## src/rtl/pulse_stretcher_if.sv

```systemverilog
// Event-to-pulse stretcher signal bundle.
// Latency: none (wires only).
// Backpressure: none; requests the stretcher cannot hold are reported on drop_o.
//
// Signals:
//   trig_i      request pulse, one request per cycle sampled high
//   level_o     stretched output pulse
//   busy_o      stretcher is in a pulse or in the enforced low gap
//   drop_o      one-cycle flag, a request was discarded
//   pulse_cnt_o count of output pulses started (wraps)
//
// Modports: master drives trig_i (event source), slave is the stretcher.
interface pulse_stretcher_if #(
  parameter int CNT_W = 8
);
  logic             trig_i;
  logic             level_o;
  logic             busy_o;
  logic             drop_o;
  logic [CNT_W-1:0] pulse_cnt_o;

  modport master (
    output trig_i,
    input  level_o,
    input  busy_o,
    input  drop_o,
    input  pulse_cnt_o
  );

  modport slave (
    input  trig_i,
    output level_o,
    output busy_o,
    output drop_o,
    output pulse_cnt_o
  );
endinterface

```

## src/rtl/pulse_stretcher.sv

```systemverilog
// Stretches single-cycle requests into PULSE_LEN-cycle pulses separated by at least GAP_LEN low cycles.
// Latency: request sampled at edge t drives level_o high for cycles t+1 .. t+PULSE_LEN.
// Backpressure: one request is held pending while busy; further requests are discarded and flagged on drop_o.
//
// Ports:
//   clk  rising-edge clock
//   rst  asynchronous active-high reset; forces all outputs low immediately
//   ps   pulse_stretcher_if.slave: trig_i in; level_o, busy_o, drop_o, pulse_cnt_o out (all registered)
//
// Optional feature macro: PULSE_STRETCHER_RETRIGGER_EN
//   When defined, a request during HIGH reloads the pulse counter (extends the pulse)
//   instead of going through the pending/drop path.
module pulse_stretcher #(
  parameter int PULSE_LEN = 8,
  parameter int GAP_LEN   = 2,
  parameter int CNT_W     = 8
) (
  input  logic               clk,
  input  logic               rst,
  pulse_stretcher_if.slave   ps
);

  localparam logic [7:0] PULSE_LOAD = 8'(PULSE_LEN - 1);
  localparam logic [7:0] GAP_LOAD   = 8'(GAP_LEN - 1);

  typedef enum logic [1:0] {
    IDLE = 2'd0,
    HIGH = 2'd1,
    GAP  = 2'd2
  } state_t;

  state_t           state_q, state_d;
  logic [7:0]       cnt_q, cnt_d;
  logic             pend_q, pend_d;
  logic             drop_d;
  logic [CNT_W-1:0] pcnt_q, pcnt_d;
  logic             level_q, busy_q, drop_q;

  always_comb begin
    state_d = state_q;
    cnt_d   = cnt_q;
    pend_d  = pend_q;
    drop_d  = 1'b0;
    pcnt_d  = pcnt_q;

    case (state_q)
      IDLE: begin
        if (ps.trig_i) begin
          state_d = HIGH;
          cnt_d   = PULSE_LOAD;
          pcnt_d  = pcnt_q + 1'b1;
        end
      end

      HIGH: begin
`ifdef PULSE_STRETCHER_RETRIGGER_EN
        // Retrigger wins over the end-of-pulse transition so the pulse is
        // extended even when the request lands on the last high cycle.
        if (ps.trig_i) begin
          cnt_d = PULSE_LOAD;
        end else if (cnt_q == 8'd0) begin
          state_d = GAP;
          cnt_d   = GAP_LOAD;
        end else begin
          cnt_d = cnt_q - 8'd1;
        end
`else
        if (cnt_q == 8'd0) begin
          state_d = GAP;
          cnt_d   = GAP_LOAD;
        end else begin
          cnt_d = cnt_q - 8'd1;
        end
        if (ps.trig_i) begin
          if (pend_q) drop_d = 1'b1;
          else        pend_d = 1'b1;
        end
`endif
      end

      GAP: begin
        if (cnt_q == 8'd0) begin
          if (pend_q || ps.trig_i) begin
            state_d = HIGH;
            cnt_d   = PULSE_LOAD;
            pcnt_d  = pcnt_q + 1'b1;
            // Pending starts this pulse; a simultaneous request takes its slot.
            pend_d  = pend_q & ps.trig_i;
          end else begin
            state_d = IDLE;
          end
        end else begin
          cnt_d = cnt_q - 8'd1;
          if (ps.trig_i) begin
            if (pend_q) drop_d = 1'b1;
            else        pend_d = 1'b1;
          end
        end
      end

      default: begin
        state_d = IDLE;
        cnt_d   = 8'd0;
        pend_d  = 1'b0;
      end
    endcase
  end

  always_ff @(posedge clk or posedge rst) begin
    if (rst) begin
      state_q <= IDLE;
      cnt_q   <= 8'd0;
      pend_q  <= 1'b0;
      pcnt_q  <= '0;
      level_q <= 1'b0;
      busy_q  <= 1'b0;
      drop_q  <= 1'b0;
    end else begin
      state_q <= state_d;
      cnt_q   <= cnt_d;
      pend_q  <= pend_d;
      pcnt_q  <= pcnt_d;
      // Output flops mirror the next state so they align with state_q
      // while staying free of any combinational path from trig_i.
      level_q <= (state_d == HIGH);
      busy_q  <= (state_d != IDLE);
      drop_q  <= drop_d;
    end
  end

  assign ps.level_o     = level_q;
  assign ps.busy_o      = busy_q;
  assign ps.drop_o      = drop_q;
  assign ps.pulse_cnt_o = pcnt_q;

endmodule

```

## src/flat_wrapper.sv

```systemverilog
// flat-port wrapper written by rule: the top's interface ports become plain ports
module pulse_stretcher_flat 
#(
  parameter int PULSE_LEN = 8,
  parameter int GAP_LEN   = 2,
  parameter int CNT_W     = 8
)
  (clk, rst, ps_trig_i, ps_level_o, ps_busy_o, ps_drop_o, ps_pulse_cnt_o);
  pulse_stretcher_if #(.CNT_W(CNT_W)) ps_i ();
  input  logic clk;
  input  logic rst;
  input wire logic [$bits(ps_i.trig_i)-1:0] ps_trig_i;
  output wire logic [$bits(ps_i.level_o)-1:0] ps_level_o;
  output wire logic [$bits(ps_i.busy_o)-1:0] ps_busy_o;
  output wire logic [$bits(ps_i.drop_o)-1:0] ps_drop_o;
  output wire logic [$bits(ps_i.pulse_cnt_o)-1:0] ps_pulse_cnt_o;
  assign ps_i.trig_i = ps_trig_i;
  assign ps_level_o = ps_i.level_o;
  assign ps_busy_o = ps_i.busy_o;
  assign ps_drop_o = ps_i.drop_o;
  assign ps_pulse_cnt_o = ps_i.pulse_cnt_o;
  pulse_stretcher #(.PULSE_LEN(PULSE_LEN), .GAP_LEN(GAP_LEN), .CNT_W(CNT_W)) u_core (.clk(clk), .rst(rst), .ps(ps_i));
endmodule
```

## config.mk

```make
export PLATFORM = sky130hd
export DESIGN_NAME = pulse_stretcher_flat
export DESIGN_NICKNAME = d
export VERILOG_FILES = /design/src/rtl/pulse_stretcher_if.sv /design/src/rtl/pulse_stretcher.sv /design/src/flat_wrapper.sv
export SDC_FILE = /design/constraint.sdc
export NUM_CORES = 1
export LEC_CHECK = 0
export BUFFER_PORTS_ARGS = -buffer_cell sky130_fd_sc_hd__buf_2
export CORE_UTILIZATION = 60
export CTS_CLUSTER_DIAMETER = 40
export DETAILED_ROUTE_END_ITERATION = 7
export GPL_ROUTABILITY_DRIVEN = 0
export PLACE_DENSITY = 0.93
export SYNTH_ARGS = -nofsm -noshare
export SYNTH_HDL_FRONTEND = slang
export SYNTH_SLANG_ARGS = --single-unit
```

## constraint.sdc

```tcl
create_clock -name clk -period 4.2 [get_ports clk]
set_input_delay 0.42 -clock clk [delete_from_list [all_inputs] [get_ports clk]]
set_output_delay 0.42 -clock clk [all_outputs]
set_load 0.05 [all_outputs]
```

==> results.toml <==
[synthesis]
synth_area_sq_mm = 0.001300
synthFlopType = "dfrtp_1"
async_flop_share = 1.000
synth_warnings = 0
syn_inst = 128
synth_nets = 138
yosys.cell_types.count = 46
synth-seq-area-share = 0.4235
synth_edf_count = 0
yosys_register_bits = 22
postSynthAreaPerCell_sq_um = 10.16

[worst_setup_path]
critPathLaunch = "u_core.cnt_q[4]$_DFFE_PP0P_"
crit_fanout = 11
criticalPathCategory = "reg -> reg"
critical_path_required_ns = 4.42
startpoint_type = "flop"
critical_path_arrival_ns = 2.63
crit-reg2reg-launch = "u_core.cnt_q[4]$_DFFE_PP0P_"
end_kind = "flop"

[timing]
skew_ns = 0.007634
rsz0062_at_grt = "no"
period_share = 0.5751
tns_ns = 0
finalMaxSlewViolations = 0
maxSlewHeadroom = 0.1999
finalSetupViolations = 0
tightest_slew_ns = 1.191
finalWorstSetupSlack_ns = 1.784
finalHoldViolations = 0
fin_crit_ns = 2.416
max_freq_mhz = 414.0

[grt]
grt_usage = 0.2422
grt_pass1_vias = 944
grt_overflow_total = 0
grt_pass1_wl_um = 4409
antenna_found_initial = 0
grt_start_max_net_pins = 23

[cells_and_area]
stdcell_count = 168
num_antenna_cells = 0
area_growth_pct = 9.817
drive_above_1_share = 0.1489
design_area_sq_mm = 0.001428
finalNetCount = 152

[floorplan]
io_pins = 14
fp.dieW_um = 48.55
coreArea_sq_mm = 0.002002
fp.dieH_um = 48.55
rows = 16
initial_core_util = 0.6494
dieArea_sq_mm = 0.002357

[cts]
cts_tree = "built"
insertion_delay_ns = 0.31
ctsHtreeMaxLevel = 1
clock_sinks = 22
hold_buffers = 0
postCtsSetupBuffers = 0
path_clk_slew_ns = 0.14
clock_path_buffers = 2
cts-root-buf = "clkbuf_4"
cts_buffers = 3
cts_resized = 0

[route]
viasPerCell = 6.095
drt_iter0_drc = 20
wl_um = 2484
ant_nets = 0
wl_per_cell_um = 14.79
drc_errors = 0
num_vias = 1024
firstDrtPassIters = 4

[job]
max_cap_viol_count = 0

[placement]
place_inst = 164
numPortBuffers = 13
place_ws_ns = 1.927
place_area_sq_mm = 0.001375
hpwl_um = 1714

[outcome]
status = "finished, final reports clean"

[hold_path]
holdCritPathClass = "in -> async"
synthesized netlist by cell type, types with 4 or more instances:
master | instances | share of area
a211oi_1 | 4 | 0.023
a21oi_1 | 8 | 0.031
dfrtp_1 | 22 | 0.42
ha_1 | 7 | 0.067
inv_1 | 6 | 0.017
nand2_1 | 9 | 0.026
nand3_1 | 5 | 0.019
nor2_1 | 7 | 0.020
nor2b_1 | 5 | 0.024
o21ai_0 | 7 | 0.027
xor2_1 | 7 | 0.047
metal layers:
layer | global-route usage | wire, um | vias to the layer above
met5 | 0 | 0 | -
met1 | 0.3563 | 1224 | 498
li1 | - | - | 506
met2 | 0.3779 | 1179 | 18
met4 | 0.07353 | 14 | 0
met3 | 0.02830 | 65 | 2
cells by family after synthesis:
| kind of cell | share of synthesized area |
|---|---|
| adder cells (fa/ha/maj) | 0.06737 |
| AO/OA/AOI/OAI | 0.2233 |
| AND/OR/NAND/NOR | 0.1790 |
| XOR/XNOR | 0.04716 |
| buffers and inverters | 0.03561 |
| multiplexers | 0.02406 |
| flip-flops | 0.4235 |
critical path, cell delays in order, from the launching register on:
cell and delay, ns:
dfrtp_1 0.45, nor3_1 0.97, a21boi_0 0.28, o21ai_0 0.34, nor4bb_1 0.28
sequential cells by signal, indices dropped and copies added (netlist names):
| register | count |
|---|---|
| u_core.cnt_q | 8 |
| u_core.ps.drop_o | 1 |
| u_core.ps.level_o | 1 |
| u_core.state_q | 2 |
| u_core.ps.busy_o | 1 |
| u_core.pend_q | 1 |
| u_core.ps.pulse_cnt_o | 8 |
worst paths after layout:
check | to | slack [ns] | cells after the start
setup / recovery | u_core.ps.level_o$_DFF_PP0_ | 1.78 | 4
hold / removal | u_core.cnt_q[7]$_DFFE_PP0P_ | 0.25 | 2
setup reg to reg | u_core.ps.level_o$_DFF_PP0_ | 1.78 | 4
hold reg to reg | u_core.ps.pulse_cnt_o[7]$_DFFE_PP0P_ | 0.47 | 1
max in group asynchronous | u_core.ps.pulse_cnt_o[6]$_DFFE_PP0P_ | 3.44 | 2
min in group clk | u_core.ps.drop_o$_DFF_PP0_ | 0.44 | 2
layout make-up:
class	instances	area [sq um]
multi-input combinational	96	703.2
fill	150	574.3
sequential	22	550.5
timing repair buffer	13	65.06
tap	27	33.78
clock inverter	1	30.03
clock buffer	3	22.52
inverter	6	22.52
stage by stage:
step	utilization	hold WS (ns)
final	0.7131	0.2454
after global routing	0.7131	0.3280
after CTS	0.7131	0.2846
after detailed placement	0.6869	0.4595
after global placement	0.6869	0.4550
after floorplan	-	0.4092
cell usage in the layout (no fill, tap or decap), types with 2 or more instances in the layout:
master | synthesis | layout
dfrtp_1 | 22 | 22
buf_2 | 1 | 13
nand2_1 | 9 | 9
a21oi_1 | 8 | 8
xor2_1 | 7 | 7
nor2_1 | 7 | 7
o21ai_0 | 7 | 7
ha_1 | 7 | 7
inv_1 | 6 | 6
nor2b_1 | 5 | 5
nand3_1 | 5 | 5
a211oi_1 | 4 | 4
clkbuf_4 | 0 | 3
nor3_1 | 2 | 2
a21boi_0 | 2 | 2
mux2i_1 | 2 | 2
o22ai_1 | 2 | 2
nor3b_1 | 2 | 2
Power is left out: the tool's default activity adds up to more than one toggle a clock period on the data nets, which glitch-free logic cannot reach.
